[config.mk]
export PLATFORM = sky130hd
export DESIGN_NAME = vote_sampler
export DESIGN_NICKNAME = d
export VERILOG_FILES = /design/src/rtl/sampler_pkg.sv /design/src/rtl/maj_vote.sv /design/src/rtl/vote_sampler.sv
export SDC_FILE = /design/constraint.sdc
export NUM_CORES = 1
export LEC_CHECK = 0
export ABC_AREA = 1
export CORE_MARGIN = 8
export CORE_UTILIZATION = 54
export DETAILED_ROUTE_END_ITERATION = 10
export HOLD_SLACK_MARGIN = 0.03
export PLACE_DENSITY = 0.91
export SKIP_LAST_GASP = 1
export SLEW_MARGIN = 10
export SYNTH_ARGS = -nofsm -noshare
export SYNTH_HDL_FRONTEND = slang
export SYNTH_SLANG_ARGS = --single-unit
[constraint.sdc]
create_clock -name clck -period 2.35 [get_ports clck]
set_input_delay 0.5875 -clock clck [delete_from_list [all_inputs] [get_ports clck]]
set_output_delay 0.5875 -clock clck [all_outputs]
set_load 0.01 [all_outputs]
[src/rtl/sampler_pkg.sv]
// Shared defaults and counter sizing for the oversampling bit voter.
package sampler_pkg;

  localparam int NUM_SAMPLES_DEF = 3;
  localparam int PRESCALE_W_DEF  = 6;
  localparam int CNT_W_DEF       = $clog2(NUM_SAMPLES_DEF + 1);

  // Counter must reach NUM_SAMPLES itself, hence n+1 codes.
  function automatic int cnt_width(input int n);
    return $clog2(n + 1);
  endfunction

endpackage

[src/rtl/maj_vote.sv]
// Combinational popcount majority/unanimity over the captured oversamples.
module maj_vote
  import sampler_pkg::*;
#(
  parameter int NUM_SAMPLES = NUM_SAMPLES_DEF
) (
  input  logic [NUM_SAMPLES-1:0] samples_i,
  output logic                   majority_o,
  output logic                   unanimous_o
);

  localparam int CNT_W = cnt_width(NUM_SAMPLES);

  logic [CNT_W-1:0] ones;

  always_comb begin
    ones = '0;
    for (int k = 0; k < NUM_SAMPLES; k++) begin
      ones = ones + CNT_W'(samples_i[k]);
    end
  end

  assign majority_o  = (ones > CNT_W'(NUM_SAMPLES / 2));
  assign unanimous_o = (ones == '0) || (ones == CNT_W'(NUM_SAMPLES));

endmodule

[src/rtl/vote_sampler.sv]
// UART-style oversampling bit sampler: captures NUM_SAMPLES samples around mid-bit
// and majority-votes them at the bit end. Optional macro VOTE_SAMPLER_NOISE_FLAG_EN.
module vote_sampler
  import sampler_pkg::*;
#(
  parameter int NUM_SAMPLES = NUM_SAMPLES_DEF,
  parameter int PRESCALE_W  = PRESCALE_W_DEF
) (
  input  logic                  clck,
  input  logic                  rst,
  input  logic                  s_data,
  input  logic                  dat_samp_en,
  input  logic [PRESCALE_W-1:0] prescale,
  input  logic [PRESCALE_W-1:0] edge_cnt,
  output logic                  sampled_bit,
  output logic                  sampled_valid,
  output logic                  noise_err
);

  localparam int CNT_W = cnt_width(NUM_SAMPLES);
  localparam int EW    = PRESCALE_W + 1;

  generate
    if (NUM_SAMPLES != 3 && NUM_SAMPLES != 5 && NUM_SAMPLES != 7) begin : g_bad_num_samples
      $error("vote_sampler: NUM_SAMPLES must be 3, 5 or 7");
    end
  endgenerate

  logic [NUM_SAMPLES-1:0] samp_q, samp_d;
  logic [CNT_W-1:0]       cnt_q, cnt_d;
  logic                   bit_q, bit_d;
  logic                   vld_q, vld_d;

  logic [EW-1:0] ps_x, edge_x, base_x;
  logic          legal, in_range, vote_pt;
  logic          maj;

  // One extra bit keeps the window arithmetic free of wrap-around.
  assign ps_x     = {1'b0, prescale};
  assign edge_x   = {1'b0, edge_cnt};
  assign base_x   = (ps_x >> 1) - EW'(NUM_SAMPLES - 1);
  assign legal    = (ps_x >= EW'(2 * NUM_SAMPLES));
  assign in_range = (edge_x < ps_x);
  assign vote_pt  = (edge_x == ps_x - EW'(1));

  always_comb begin
    samp_d = samp_q;
    cnt_d  = cnt_q;
    bit_d  = bit_q;
    vld_d  = 1'b0;
    if (!dat_samp_en || !legal) begin
      cnt_d = '0;
    end else if (in_range) begin
      if (vote_pt) begin
        cnt_d = '0;
        if (cnt_q == CNT_W'(NUM_SAMPLES)) begin
          vld_d = 1'b1;
          bit_d = maj;
        end
      end else begin
        for (int k = 0; k < NUM_SAMPLES; k++) begin
          if (edge_x == base_x + EW'(k)) begin
            samp_d[k] = s_data;
            if (cnt_q != CNT_W'(NUM_SAMPLES)) begin
              cnt_d = cnt_q + CNT_W'(1);
            end
          end
        end
      end
    end
  end

  always_ff @(posedge clck) begin
    if (rst) begin
      samp_q <= '1;
      cnt_q  <= '0;
      bit_q  <= 1'b1;
      vld_q  <= 1'b0;
    end else begin
      samp_q <= samp_d;
      cnt_q  <= cnt_d;
      bit_q  <= bit_d;
      vld_q  <= vld_d;
    end
  end

  assign sampled_bit   = bit_q;
  assign sampled_valid = vld_q;

`ifdef VOTE_SAMPLER_NOISE_FLAG_EN
  logic unan;
  logic noise_q, noise_d;

  maj_vote #(.NUM_SAMPLES(NUM_SAMPLES)) u_maj_vote (
    .samples_i   (samp_q),
    .majority_o  (maj),
    .unanimous_o (unan)
  );

  // Flag refreshes only on a vote that actually fires.
  assign noise_d = vld_d ? ~unan : noise_q;

  always_ff @(posedge clck) begin
    if (rst) begin
      noise_q <= 1'b0;
    end else begin
      noise_q <= noise_d;
    end
  end

  assign noise_err = noise_q;
`else
  logic unan_unused;

  maj_vote #(.NUM_SAMPLES(NUM_SAMPLES)) u_maj_vote (
    .samples_i   (samp_q),
    .majority_o  (maj),
    .unanimous_o (unan_unused)
  );

  assign noise_err = 1'b0;
`endif

endmodule

==> summary.md <==
| Metric | Value |
|---|---|
| Number of unique standard cell types used by synthesis | 27 |
| Initial standard-cell utilization of the core | 56.5% |
| Flip-flop and latch count after synthesis | 7 |
| Critical Path Fanout Max | 8 |
| Area grow syn2layout | 43.5% |
| Most instantiated flip-flop cell in the synthesis netlist | dfxtp_1 |
| Static power due to leakage | 0.955 nW |
| Number of vias per cell after detailed routing | 5.23 |
| Residual overflow from global routing | 0 |
| Number of instances in the synthesized netlist | 206 |
| Cell types with the largest area share after synthesis | nand2_1, ha_1, dfxtp_1 |
| Critical path start-end classification | primary input to register |
| Final ANT Viol Nets | 0 |
| Ranking of synthesized cells by instance count | nand2_1, inv_1, nand3_1 |
| Sequential fraction of the synthesis area | 11.4% |
| Clock net sink count | 7 |
| Quantity of I/O buffers inserted on ports | 17 |
| Std cell rows | 17 |
| Maximum number of pins on one net before global-route repair | 9 |
| Post-synth top area cell | nand2_1 |
| Worst path cell trace | clkdlybuf4s50_1 > buf_4 > ha_2 > buf_4 > nand3_1 > nand3_1 > nor2_1 > nand2_1 > nor2_1 > nand3_2 > nand3_2 > nand2_1 > nand2_1 > a21oi_2 |
| Global router's overall resource usage | 17.3% |
| Yosys top cell area share | 15.6% |
| Period utilisation layout | 99.0% |
| Number of violations reported at the end of detailed-routing iteration 0 | 47 |
| Syn avg cell area | 5.95 sq um |
| Number of design rule violations left after detail routing | 0 |
| Clock tree from TritonCTS | built |
| Peak Freq | 0.430 GHz |
| Required time at the endpoint of the critical path | 2.50 ns |
| Maximum root-to-sink buffer count | 2 |
| Ys async rst share | 0% |
| Die extent in y | 63.6 um |
| Endpoint kind of the worst setup timing path | register |
| Number of enable-type register cells in the synthesized netlist | 0 |
| Clk slew on worst S/H paths | 0.05 ns |
| Total detailed-routing wirelength | 3.78 mm |
| Kind of path behind the tightest hold check | register to register |
| H-tree depth | 1 |
| Cell count along the critical path | 14 |
| Die width | 63.6 um |
| N_diodes | 0 |
| Worst Path Buf+Inv | 3 |
| Detailed-placement wirelength estimate | 2.89 mm |
| Max-slew violation count | 0 |
| Cell family with the largest share of critical-path delay | simple AND/OR/NAND/NOR gates |
| WL per Instance | 13.3 um |
| Hold buffer count at cts | 0 |
| Full die area | 4050 sq um |
| Fill cell count | 156 |
| Reported max-cap violation count | 0 |
| Post-synthesis instance area | 1220 sq um |
| Min-Delay Path Depth | 2 |
| Total chip power | 523 uW |
| R2R cell count | 5 |
| Core area | 2170 sq um |
| Count of warnings emitted by yosys | 0 |
| Fraction of final layout cells with drive strength greater than 1 | 26.6% |
| Final worst clock skew | 0.000136 ns |
| Global placer's final weighted congestion | 0.942 |
| Worst path slowest cell | clkdlybuf4s50_1 |
| Number of global-route vias before repair | 1455 |
| Total via count in the routed design | 1484 |
| Synth Net Count | 237 |
| Number of optimization iterations in the first detailed-route pass | 4 |
| Worst vdd ir | 0.272 mV |
| Areal power density over the cells | 297 nW/um^2 |
| Final period demand of the worst path | 2.33 ns |
| Number of primary I/O pins | 19 |
| Clock Latency Late Sink | 0.26 ns |
| Hold Fails Final Rpt | 0 |
| Master cell of the clock root buffer | clkbuf_4 |
| Number of buffers created by CTS | 3 |
| Nets@finish | 288 |
| Final setup violating endpoints | 0 |
| Outcome | finished, final reports clean |
| Global-route wire length before repair | 5.89 mm |
| Number of antenna violations at the first check in global routing | 0 |
| Arrival time at the worst endpoint | 2.48 ns |
| Leading cell type by number of instances after synthesis | nand2_1 |
| Critical path launch point type | primary input |
| Number of instances in the placed design | 278 |
| CP most frequent cell | nand2_1 |
| Post-route insts no fill | 284 |
| Delay of the slowest cell on the worst path | 0.45 ns |
## cells in the final DEF, fill, tap and decap left out
cell type,instances
clkinv_1,2
inv_1,29
nand4_1,3
o211ai_1,2
and2_4,1
inv_4,1
dfxtp_1,7
and2_1,1
nand3_1,23
nor2_2,3
nand2_4,1
o21bai_1,1
inv_2,4
nor2_1,17
nor2_4,2
ha_2,1
nand2_1,50
o21ai_2,1
dlymetal6s2s_1,2
nand2_2,10
a21oi_1,5
ha_1,11
a21oi_2,1
ha_4,3
nand3_2,5
clkbuf_4,3
clkbuf_1,1
xor2_1,5
nor3_4,1
o21ai_1,3
nor4_1,1
clkdlybuf4s50_1,15
conb_1,1
xnor2_1,6
o21ai_0,3
buf_4,31
## path summary, 6_finish.rpt
kind,start,endpoint,slack [ns]
max,prescale[1],cnt_q[0],0.02
min reg2reg,samp_q[2],samp_q[2],0.48
max reg2reg,samp_q[0],sampled_bit,1.31
min,samp_q[2],samp_q[2],0.48
## worst reg2reg max path: cells and delay by family (launching register included)
kind,cells,cell delay [ns]
and+or+nand+nor,1,0.07
adders and majority gates,1,0.29
DFF,1,0.31
AOI/OAI and AO/OA,2,0.21
buffers and inverters,1,0.04
## sequential cells by signal (all words and copies together), names as in the netlist
| name | flops |
|---|---|
| samp_q | 3 |
| cnt_q | 2 |
| sampled_bit | 1 |
| sampled_valid | 1 |
## what timing repair did
item,4_1_cts,5_1_grt
pin swaps,0,9
cloned,0,0
buffers inserted,0,2
setup endpoints to repair,3,6
gates resized for setup,3,17
## per-stage QoR
stage	setup TNS [ns]	instance area (sq um)	utilization (%)	hold WS [ns]	setup WS, ns
floorplan	0	1220	-	0.428	0.323
CTS	0	1680	77.4	0.473	0.0157
detailed placement	-1.80	1640	75.4	0.459	-0.325
global route	-0.113	1760	81.0	0.514	-0.0449
finish	0	1760	81.0	0.476	0.0233
global placement	-1.51	1640	75.4	0.442	-0.289
## routing by layer
metal,GRT usage [%],share of wire [%],wire length [um]
met5,0,0,0
met4,8.08,2.6,99
met3,3.71,6.1,229
met2,33.2,54,2040
met1,16.9,37,1400
## cell type report
| class | instances | area (sq um) | share of cell area (%) |
|---|---|---|---|
| Sequential cell | 7 | 140 | 7.97 |
| Tap cell | 28 | 35.0 | 1.99 |
| Multi-Input combinational cell | 161 | 1010 | 57.5 |
| Inverter | 36 | 138 | 7.83 |
| Clock buffer | 4 | 26.3 | 1.49 |
| Timing Repair Buffer | 48 | 408 | 23.2 |
## power by group
part | internal [mW] | switching (mW) | total, mW
Clock | 0.0650 | 0.0483 | 0.113
Combinational | 0.133 | 0.156 | 0.289
Sequential | 0.120 | 0.000695 | 0.120
Total | 0.318 | 0.205 | 0.523
## kinds of logic after synthesis
family | after synthesis | synth area share [%]
AO/OA/AOI/OAI | 16 | 7.76
buffers and inverters | 38 | 12.1
flip-flops | 7 | 11.4
XOR/XNOR | 11 | 7.86
other | 1 | 0.306
adder cells (fa/ha/maj) | 15 | 15.3
AND/OR/NAND/NOR | 118 | 45.3
No activity file was read; power rests on OpenSTA's default activity.
